## src/rtl/vending_machine_param.sv

```systemverilog
// Parametrised vending controller: nickel/dime/quarter credit, vend, change and refund
// through a valid/ready dispenser handshake. Define VM_DIME_CHANGE_EN to pay change in dimes where possible.
module vending_machine_param #(
    parameter int PRICE_UNITS = 3,
    parameter int CREDIT_W    = 5
) (
    input  logic                clk,
    input  logic                rst,
    input  logic                N,
    input  logic                D,
    input  logic                Q,
    input  logic                cancel,
    output logic                coin_accept_en,
    output logic                open,
    output logic [CREDIT_W-1:0] credit,
    output logic                change_valid,
    input  logic                change_ready,
    output logic                change_coin
);

    localparam int CW1 = CREDIT_W + 1;

    typedef enum logic [1:0] {
        ST_COLLECT = 2'd0,
        ST_VEND    = 2'd1,
        ST_CHANGE  = 2'd2
    } state_t;

    localparam logic [CREDIT_W-1:0] CREDIT_ZERO = {CREDIT_W{1'b0}};
    localparam logic [CREDIT_W-1:0] ONE_UNIT    = CREDIT_W'(1);
    localparam logic [CREDIT_W-1:0] TWO_UNITS   = CREDIT_W'(2);
    localparam logic [CW1-1:0]      W_PRICE     = CW1'(PRICE_UNITS);

    // Value of the single coin credited this cycle; N outranks D outranks Q.
    function automatic logic [2:0] coin_value(input logic n, input logic d, input logic q);
        logic [2:0] v;
        if (n) begin
            v = 3'd1;
        end else if (d) begin
            v = 3'd2;
        end else if (q) begin
            v = 3'd5;
        end else begin
            v = 3'd0;
        end
        return v;
    endfunction

    state_t              r_state;
    logic [CREDIT_W-1:0] r_credit;
    logic                r_open;
    logic                r_change_valid;
    logic                r_change_coin;
    logic                r_coin_accept_en;

    state_t              w_state_nx;
    logic [CREDIT_W-1:0] w_credit_nx;
    logic [CW1-1:0]      w_cn;
    logic [CREDIT_W-1:0] w_dec;
    logic [CREDIT_W-1:0] w_credit_chg;
    logic                w_dime_nx;

    // Credit arithmetic is one bit wider so the pre-subtraction sum never wraps.
    always_comb begin
        w_cn         = {1'b0, r_credit} + CW1'(coin_value(N, D, Q));
`ifdef VM_DIME_CHANGE_EN
        w_dec        = (r_credit >= TWO_UNITS) ? TWO_UNITS : ONE_UNIT;
`else
        w_dec        = ONE_UNIT;
`endif
        w_credit_chg = r_credit - w_dec;
    end

    // Next-state and next-credit decode.
    always_comb begin
        w_state_nx  = r_state;
        w_credit_nx = r_credit;
        case (r_state)
            ST_COLLECT: begin
                if (cancel && (w_cn != {CW1{1'b0}})) begin
                    w_state_nx  = ST_CHANGE;
                    w_credit_nx = CREDIT_W'(w_cn);
                end else if (w_cn >= W_PRICE) begin
                    w_state_nx  = ST_VEND;
                    w_credit_nx = CREDIT_W'(w_cn - W_PRICE);
                end else begin
                    w_state_nx  = ST_COLLECT;
                    w_credit_nx = CREDIT_W'(w_cn);
                end
            end
            ST_VEND: begin
                if (r_credit != CREDIT_ZERO) begin
                    w_state_nx = ST_CHANGE;
                end else begin
                    w_state_nx = ST_COLLECT;
                end
            end
            ST_CHANGE: begin
                if (change_ready) begin
                    w_credit_nx = w_credit_chg;
                    if (w_credit_chg == CREDIT_ZERO) begin
                        w_state_nx = ST_COLLECT;
                    end else begin
                        w_state_nx = ST_CHANGE;
                    end
                end else begin
                    w_state_nx  = ST_CHANGE;
                    w_credit_nx = r_credit;
                end
            end
            default: begin
                w_state_nx  = ST_COLLECT;
                w_credit_nx = CREDIT_ZERO;
            end
        endcase
    end

    // Coin type that will be offered once the next state is entered.
    always_comb begin
`ifdef VM_DIME_CHANGE_EN
        if (w_state_nx == ST_CHANGE) begin
            w_dime_nx = (w_credit_nx >= TWO_UNITS);
        end else begin
            w_dime_nx = 1'b0;
        end
`else
        w_dime_nx = 1'b0;
`endif
    end

    // State, credit and Moore outputs registered together from the next-state decode.
    always_ff @(posedge clk) begin
        if (rst) begin
            r_state          <= ST_COLLECT;
            r_credit         <= CREDIT_ZERO;
            r_open           <= 1'b0;
            r_change_valid   <= 1'b0;
            r_change_coin    <= 1'b0;
            r_coin_accept_en <= 1'b1;
        end else begin
            r_state          <= w_state_nx;
            r_credit         <= w_credit_nx;
            r_open           <= (w_state_nx == ST_VEND);
            r_change_valid   <= (w_state_nx == ST_CHANGE);
            r_change_coin    <= w_dime_nx;
            r_coin_accept_en <= (w_state_nx == ST_COLLECT);
        end
    end

    assign coin_accept_en = r_coin_accept_en;
    assign open           = r_open;
    assign credit         = r_credit;
    assign change_valid   = r_change_valid;
    assign change_coin    = r_change_coin;

endmodule

```

## config.mk

```make
export PLATFORM = sky130hd
export DESIGN_NAME = vending_machine_param
export DESIGN_NICKNAME = d
export VERILOG_FILES = /design/src/rtl/vending_machine_param.sv
export SDC_FILE = /design/constraint.sdc
export NUM_CORES = 1
export LEC_CHECK = 0
export BUFFER_PORTS_ARGS = -buffer_cell sky130_fd_sc_hd__buf_2
export CAP_MARGIN = 40
export CORE_MARGIN = 2
export CORE_UTILIZATION = 23
export CTS_BUF_LIST = sky130_fd_sc_hd__clkbuf_8
export DETAILED_ROUTE_END_ITERATION = 16
export GPL_ROUTABILITY_DRIVEN = 1
export PLACE_DENSITY = 0.46
export SLEW_MARGIN = 20
export SYNTH_ARGS = -nofsm -noshare
export SYNTH_HDL_FRONTEND = slang
export SYNTH_SLANG_ARGS = --single-unit
```

## constraint.sdc

```tcl
create_clock -name clk -period 4 [get_ports clk]
set_input_delay 0.8 -clock clk [delete_from_list [all_inputs] [get_ports clk]]
set_output_delay 0.8 -clock clk [all_outputs]
set_load 0.01 [all_outputs]
```

==> results_dict.tcl <==
set metrics [dict create \
    layout-drive-gt1-share 0.177 \
    cp_cell_sequence "buf_2 > nand2b_1 > nand2b_1 > ha_1 > inv_1 > fa_1 > inv_1 > ha_1 > nand2b_1 > o211ai_2 > mux2i_1 > o22ai_1" \
    startpoint_type "input pin" \
    p_int_mw 0.417 \
    multiInputGateArea_sq_um 674 \
    met1_usage 0.139 \
    holdBufCountCts 0 \
    cts_tree "done" \
    met3_usage 0.0296 \
    worstHoldPathType "flop to flop" \
    yosysUniqueCellTypes 45 \
    synth.area.top_cells "dfxtp_1, ha_1, nand2b_1, o21ai_0, nor2_1" \
    synth_area_per_cell_sq_um 7.99 \
    fin_tns_setup_ns 0 \
    final_area_sq_um 1080 \
    hold_path_depth 1 \
    min_period_over_period 0.719 \
    critPathSlowestCell "fa_1" \
    min_to "credit[2]$_SDFFE_PP0P_" \
    cts.sinks 10 \
    use_met2 0.186 \
    io_pins 16 \
    nNetsFinal 148 \
    worstPathRequired_ns 4.11 \
    dieHeight_microns 68.0 \
    antenna_found_initial 0 \
    cts_made_buffers 3 \
    yosys_register_bits 10 \
    rr_startpoint "credit[0]$_SDFFE_PP0P_" \
    dp_slack_ns 0.863 \
    hold_viol_final 0 \
    grt_max_degree 13 \
    synth_top_area_share 0.212 \
    leakagePower_nw 0.454 \
    grt_overflow_total 0 \
    vias 887 \
    syn_area_sq_um 943 \
    drc 0 \
    yosys.area.top_type "dfxtp_1" \
    syn2layout_area_growth_pct 14.3 \
    synth-edff-count 0 \
    fin_skew_ns 0.00145 \
    p_sw_frac 0.465 \
    synthArstFlopShare 0 \
    num_rows 23 \
    end_kind "flop" \
    worstHoldStart "r_state[0]$_SDFF_PP0_" \
    drtIter0Drc 62 \
    comb_power_share 0.615 \
    slew_headroom 0.667 \
    finalSetupViolations 0 \
    crit_path_max_incr_delay_ns 0.53 \
    rrSetupSlack_ns 1.50 \
    syn_inst 118 \
    powerDensity_nw_per_um2 722 \
    die_x_microns 68.0 \
    synth_fp_nets 134 \
    drt_pass1_iterations 4 \
    p_total_mw 0.779 \
    place_congestion 0.820 \
    grt_pass1_vias 859 \
    cts_resized 0 \
    die-area_sq_um 4630 \
    cp_top_family "adder cells" \
    fillers 445 \
    grt_pass1_wl_microns 3860 \
    yosys_most_used_dff "dfxtp_1" \
    critical_path_class "input pin to flop" \
    worstSkewPairLatency_ns 0.23 \
    crit_fanout 4 \
    seqPwrFrac 0.257 \
    cts-htree-levels 1 \
    post_cts_buffers 0 \
    worstPathArrival_ns 2.98 \
    r2r_cells 9 \
    via_per_inst 4.93 \
    wl_per_cell_microns 13.1 \
    fin_util 0.272 \
    postRouteAntennaNets 0 \
    rsz0062_at_grt "no" \
    clock-root-buffer "clkbuf_8" \
    status "finished clean" \
    maxSlewViolCount 0 \
    grt.total_usage 0.111 \
    drv_cap 0 \
    dp_hpwl_microns 1890 \
    path_clk_slew_ns 0.04 \
    diodes 0 \
    wirelength_microns 2350 \
    worst_slack_ns 1.12 \
    fmax_mhz 348 \
    seqCellArea_sq_um 200 \
    numPortBuffers 14 \
    cp.buffers_inverters 3 \
    r2r-end "credit[1]$_SDFFE_PP0P_" \
    busiest_layer "met2" \
    cpMostUsedCell "nand2b_1" \
    worst_pin_slew_ns 0.494 \
    place_area_sq_um 1040 \
    fin_crit_ns 2.88 \
    switching_power_mw 0.362 \
    synth_warnings 0 \
    ir_drop_mv 0.131 \
    clockBufferDepth 2 \
    start_util 0.238 \
    pwr-share-clk 0.128 \
    coreArea_sq_um 3970 \
    yosysSeqAreaShare 0.212 \
]
[flip-flops by register name (all words and copies together), names as in the netlist]
| register | cells |
|---|---|
| change_valid | 1 |
| coin_accept_en | 1 |
| credit | 5 |
| open | 1 |
| r_state | 2 |
[cell usage after synthesis, drive strengths merged (2+ instances only)]
library cell / number
xnor2: 3
nor3: 5
buf: 4
ha: 8
nand2b: 9
o211ai: 4
nor2: 12
o21ai: 10
a31oi: 2
a211oi: 2
dfxtp: 10
a21oi: 7
a21o: 3
nand2: 5
inv: 8
o22ai: 3
or3: 2
[cells by family (layout without fill, tap and decap cells)]
family / count (synthesis) / count (layout) / share of synthesized area
AOI/OAI and AO/OA: 39 / 39 / 0.286
xor gates and xnor gates: 4 / 4 / 0.0371
adders and majority gates: 9 / 9 / 0.127
buffers and inverters: 13 / 25 / 0.0729
DFF: 10 / 10 / 0.212
muxes: 1 / 1 / 0.0106
other: 1 / 1 / 0.00397
and+or+nand+nor: 41 / 41 / 0.249
[metrics by stage]
stage	cells	hold WS, ns
global placement	177	0.606
global route	180	0.631
CTS	180	0.606
detailed placement	177	0.596
finish	180	0.612
floorplan	118	0.521
[final cells by class]
class                           instances  area share
Clock buffer                            3      0.0383
Tap cell                               50      0.0580
Timing Repair Buffer                   14      0.0650
Sequential cell                        10       0.186
Inverter                                8      0.0278
Multi-Input combinational cell         95       0.625
[metal layers]
layer	vias up	routed length, microns	share of wire
met5	-	0	0
met4	0	23	0.0098
met3	2	107	0.046
met2	22	1120	0.48
met1	411	1100	0.47
li1	452	-	-
[worst max-delay path by stage]
stage	start	to	slack, ns	cells past startpoint
after floorplan	D	credit[1]$_SDFFE_PP0P_	1.16	11
after global placement	D	credit[1]$_SDFFE_PP0P_	0.93	12
after detailed placement	D	credit[1]$_SDFFE_PP0P_	0.86	12
after CTS	D	credit[1]$_SDFFE_PP0P_	1.11	12
after global routing	D	credit[1]$_SDFFE_PP0P_	0.93	12
final	D	credit[1]$_SDFFE_PP0P_	1.12	12
[power groups by stage]
stage          logic [mW]  registers [mW]  clock network (mW)
3_3_place_gp        0.481           0.201                   0
6_report            0.479           0.200              0.0994
4_1_cts             0.483           0.200               0.103
2_1_floorplan       0.390           0.182                   0
3_5_place_dp        0.480           0.201                   0
5_1_grt             0.543           0.206               0.108
[cell usage in the layout, fill, tap and decap left out, drive strengths merged, types with 3 or more instances in the layout]
cell	n
buf	14
nor2	12
dfxtp	10
o21ai	10
nand2b	9
inv	8
ha	8
a21oi	7
nor3	5
nand2	5
o211ai	4
xnor2	3
o22ai	3
a21o	3
clkbuf	3
(Power assumes the default switching activity.)
